===== src/rtl/load_store_unit.sv =====
// Multicycle load/store engine: computes the effective address, checks it,
// and sequences a single access to data memory or the MMIO bus.
module load_store_unit #(
    parameter int          MEM_AW  = 15,
    parameter logic [31:0] IO_BASE = 32'h11000000
) (
    input  logic        clk,
    input  logic        rst_n,
    input  logic        req_valid,
    output logic        req_ready,
    input  logic        req_we,
    input  logic [31:0] req_base,
    input  logic [31:0] req_offset,
    input  logic [31:0] req_wdata,
    input  logic [1:0]  req_size,
    input  logic        req_sign,
    output logic        resp_valid,
    output logic [31:0] resp_data,
    output logic        resp_err,
    output logic        mem_rd,
    output logic        mem_wr,
    output logic [31:0] mem_addr,
    output logic [31:0] mem_wdata,
    output logic [1:0]  mem_size,
    output logic        mem_sign,
    input  logic [31:0] mem_rdata,
    output logic        io_rd,
    output logic        io_wr,
    output logic [31:0] io_addr,
    output logic [31:0] io_wdata,
    input  logic [31:0] io_rdata
);

    typedef enum logic [1:0] {IDLE, ISSUE, WAIT, RESP} state_t;

    state_t      state_reg, state_next;
    logic [31:0] ea_reg, wdata_reg, resp_data_reg;
    logic [1:0]  size_reg;
    logic        we_reg, sign_reg, io_sel_reg, resp_err_reg;

    logic [31:0] ea_w, io_ext_w;
    logic        oob_w, misalign_w, err_w, accept_w;

    assign ea_w       = req_base + req_offset;
    // The gap between the top of memory and IO_BASE decodes to nothing.
    assign oob_w      = (|ea_w[31:MEM_AW]) && (ea_w < IO_BASE);
    assign misalign_w = ((req_size == 2'b01) && ea_w[0]) ||
                        ((req_size == 2'b10) && (ea_w[1:0] != 2'b00));
    assign err_w      = (req_size == 2'b11) || misalign_w || oob_w;
    assign accept_w   = (state_reg == IDLE) && req_valid;

    always_comb begin
        state_next = state_reg;
        req_ready  = 1'b0;
        resp_valid = 1'b0;
        mem_rd     = 1'b0;
        mem_wr     = 1'b0;
        io_rd      = 1'b0;
        io_wr      = 1'b0;
        case (state_reg)
            IDLE: begin
                req_ready = 1'b1;
                if (req_valid)
                    state_next = err_w ? RESP : ISSUE;
            end
            ISSUE: begin
                mem_wr     = !io_sel_reg &&  we_reg;
                mem_rd     = !io_sel_reg && !we_reg;
                io_wr      =  io_sel_reg &&  we_reg;
                io_rd      =  io_sel_reg && !we_reg;
                state_next = we_reg ? RESP : WAIT;
            end
            WAIT: state_next = RESP;
            RESP: begin
                resp_valid = 1'b1;
                state_next = IDLE;
            end
            default: state_next = IDLE;
        endcase
    end

    // Memory returns pre-extended data; the IO bus returns a raw word.
    always_comb begin
        case (size_reg)
            2'b00:   io_ext_w = {{24{!sign_reg && io_rdata[7]}}, io_rdata[7:0]};
            2'b01:   io_ext_w = {{16{!sign_reg && io_rdata[15]}}, io_rdata[15:0]};
            default: io_ext_w = io_rdata;
        endcase
    end

    always_ff @(posedge clk) begin
        if (!rst_n) begin
            state_reg     <= IDLE;
            ea_reg        <= '0;
            wdata_reg     <= '0;
            size_reg      <= '0;
            sign_reg      <= 1'b0;
            we_reg        <= 1'b0;
            io_sel_reg    <= 1'b0;
            resp_data_reg <= '0;
            resp_err_reg  <= 1'b0;
        end else begin
            state_reg <= state_next;
            if (accept_w) begin
                ea_reg        <= ea_w;
                wdata_reg     <= req_wdata;
                size_reg      <= req_size;
                sign_reg      <= req_sign;
                we_reg        <= req_we;
                io_sel_reg    <= (ea_w >= IO_BASE);
                resp_data_reg <= '0;
                resp_err_reg  <= err_w;
            end
            if (state_reg == WAIT)
                resp_data_reg <= io_sel_reg ? io_ext_w : mem_rdata;
        end
    end

    assign resp_data = resp_data_reg;
    assign resp_err  = resp_err_reg;
    assign mem_addr  = ea_reg;
    assign mem_wdata = wdata_reg;
    assign mem_size  = size_reg;
    assign mem_sign  = sign_reg;
    assign io_addr   = ea_reg;
    assign io_wdata  = wdata_reg;

endmodule


===== config.mk =====
export PLATFORM = sky130hd
export DESIGN_NAME = load_store_unit
export DESIGN_NICKNAME = d
export VERILOG_FILES = /design/src/rtl/load_store_unit.sv
export SDC_FILE = /design/constraint.sdc
export NUM_CORES = 1
export LEC_CHECK = 0
export ABC_CLOCK_PERIOD_IN_PS = 8230
export CORE_AREA = 5 5 129 131
export CTS_CLUSTER_SIZE = 24
export DETAILED_ROUTE_END_ITERATION = 6
export DIE_AREA = 0 0 134 136
export DONT_BUFFER_PORTS = 1
export GPL_TIMING_DRIVEN = 1
export SYNTH_ARGS = -nofsm -noshare
export SYNTH_HDL_FRONTEND = slang
export SYNTH_SLANG_ARGS = --single-unit

===== constraint.sdc =====
create_clock -name clk -period 8.23 [get_ports clk]
set_input_delay 1.646 -clock clk [delete_from_list [all_inputs] [get_ports clk]]
set_output_delay 1.646 -clock clk [all_outputs]
set_load 0.005 [all_outputs]

==> summary.md <==
| Metric | Value |
|---|---|
| Worst Skew | `12.3 ps` |
| Seq/Total Area, Yosys | `0.303` |
| Post-Route WL | `18800 um` |
| WP data required | `8510 ps` |
| Mean Syn Cell Area | `7.60 sq um` |
| Worst setup EP type | `flop` |
| PnR worst setup slack | `3450 ps` |
| Synth top area cells | `dfxtp_1, nand2_1, buf_4` |
| Outcome | `complete, no violations` |
| # nets final | `~1000` |
| Top-count cell post-synth | `nand2_1` |
| Layout area overhead | `-1.66%` |
| Post-synth top cells | `nand2_1, dfxtp_1, o21ai_0` |
| Largest stage delay on the critical path | `approximately 570 ps` |
| Final critical-path required period | `4780 ps` |
| Max Slew Vio Count | `0` |
| Number of global-route vias before repair | `5359` |
| GRT overflow | `0` |
| Worst min-delay path class | `reg -> reg` |
| Die X-Extent | `~130 um` |
| Number of synthesized flops with an enable pin | `0` |
| H-tree level count | `3` |
| Worst-path clk slew | `80 ps` |
| All-Layer GR Usage | `0.196` |
| Cts hold-fix bufs | `0` |
| Final Util | `0.437` |
| Via count | `5648` |
| Max Clk Rate | `approximately 210 MHz` |
| First-pass GRT wire length | `28800 um` |
| Max Cap Violations | `0` |
| Die ar. | `18200 sq um` |
| Synth top area share | `0.303` |
| Netlist Area Pre-Place | `a little under 7000 sq um` |
| Initial antenna violation count | `0` |
| Post-cts repair resize count | `0` |
| Vias per Instance | `around 5.7` |
| Crit path max-delay family | `compound AO/OA/AOI/OAI gates` |
| Synth async-reset ratio | `0` |
| Post-Place Cells | `982` |
| CP startpoint kind | `input port` |
| Synthesized flop and latch total | `between 100 and 150` |
| Worst Path Buf+Inv | `1` |
| Power per Cell Area | `267 nW/um^2` |
| DRC viols | `0` |
| YS warnings | `0` |
| Hold_ws | `518 ps` |
| Detail Route Antenna Nets | `0` |
| Final worst-path cycle share | `0.581` |
| Final TNS setup | `0 ps` |
| Drt first pass iters | `6` |
| Antenna cells | `0` |
| Non-Filler Instances | `between 900 and 1000` |
| Relative slew slack | `0.247` |
| FF-to-FF setup slack | `5760 ps` |
| Crit-path max FO | `3` |
| Syn Nets | `1108` |
| CP Cell Sequence | `ha_1 -> inv_1 -> fa_1 -> nor2b_4 -> o31ai_4 -> a2111oi_1 -> nor3_2 -> a211oi_1 -> a311oi_2 -> xnor2_1 -> or4_4 -> a2111oi_4 -> o211ai_2 -> a31oi_2` |
| DP Wirelength | `around 14000 um` |
| # IOs | `337` |
| Clock Tree Buf Depth | `2` |
| Pre-CTS setup slack | `3080 ps` |
| Largest net degree at the start of global routing | `107` |
| Core area | `~15000 sq um` |
| CP arrival | `5060 ps` |
| Clock Latency Late Sink | `around 350 ps` |
| Setup-failing EPs final | `0` |
| Slew @ Worst Pin | `1120 ps` |
| Setup Fix Bufs, Post-CTS | `0` |
| Peak VDD IR | `194 uV` |
| Mapped Cells | `approximately 910` |
| Share of cells above drive strength 1 | `0.0608` |
| Number of CTS-inserted buffers | `9` |
| Filler instances | `1639` |
| Die height | `136 um` |
| Initial core utilization | `0.444` |
| Crit-path slowest cell | `or4_4` |
| Netlist cell types | `69` |
| Static Leak | `~0.0027 uW` |
| TritonCTS clock tree | `yes` |
| Root Driver | `clkbuf_16` |
| GPL Wtd Cong | `0.894` |
| Ys flop type | `dfxtp_1` |
| RSZ-0062 raised after global routing | `no` |
| Synth area leader | `dfxtp_1` |
| Crit Path Category | `in -> reg` |
| Sink Count | `104` |
| WL/cell | `18.8 um` |
| Row count | `46` |
| Hold Violations, Final | `0` |
| Port Buffer Count | `0` |
| DR iter-0 viols | `310` |
[power breakdown]
part	internal, uW	total [uW]	switching, uW
logic	216	608	392
registers	615	757	141
clock network	218	438	219
[layer usage]
metal	wire length, um	vias to the layer above	GRT usage
met5	0	-	0
met3	1290	22	0.0522
met2	9310	218	0.338
met1	7920	2605	0.244
met4	276	0	0.0509
li1	-	2803	-
[worst reg2reg max path, delay by kind of cell, from the launching register on]
kind                     cells  cell delay (ps)
buffers and inverters        2              590
adder cells (fa/ha/maj)      1              450
AND/OR/NAND/NOR              3              740
AO/OA/AOI/OAI                1              210
flip-flops                   1              350
[kinds of logic (layout without fill, tap and decap cells)]
group                      Yosys count  count (layout)  synth area share
and+or+nand+nor                    322             322             0.221
AOI/OAI and AO/OA                  261             261             0.244
buffers and inverters              145              46             0.116
DFF                                104             104             0.303
adders and majority gates           36              36            0.0666
xor gates and xnor gates            28              28            0.0357
muxes                                9               9            0.0146
[worst paths after layout]
check | startpoint | endpoint | cells past startpoint
hold reg to reg | io_wdata[10] | io_wdata[10] | 2
hold / removal | io_wdata[10] | io_wdata[10] | 2
setup / recovery | req_base[0] | state_reg[1] | 14
setup reg to reg | state_reg[1] | resp_data[14] | 7
[layout by cell type, fill, tap and decap left out, drive strengths merged, types with 6 or more instances in the layout]
cell type / Yosys / layout
nand2: 179 / 179
ha: 35 / 35
and2: 40 / 40
clkbuf: 47 / 9
a21o: 9 / 9
xor2: 17 / 17
mux2: 8 / 8
dfxtp: 104 / 104
nand4: 9 / 9
nor2b: 27 / 27
xnor2: 11 / 11
nand3: 6 / 6
nor3b: 6 / 6
a21oi: 68 / 68
a211oi: 9 / 9
a21boi: 48 / 48
o21ai: 89 / 89
nor2: 34 / 34
inv: 27 / 31
[per-stage QoR]
stage,area (sq um),total power [uW]
after floorplan,6870,1290
after global placement,6450,1380
after detailed placement,6450,1390
after CTS,6760,1830
after global routing,6760,1950
final,6760,1800
[area by class of cell]
cell class                 instances  area (sq um)  area share
clock inverter                     7          82.6      0.0122
inverter                          27           101      0.0150
sequential                       104          2080       0.308
clock buffer                       9           225      0.0333
multi-input combinational        656          4010       0.593
tap                              192           240      0.0355
timing repair buffer               3          22.5     0.00333
No activity file was read; power rests on OpenSTA's default activity.
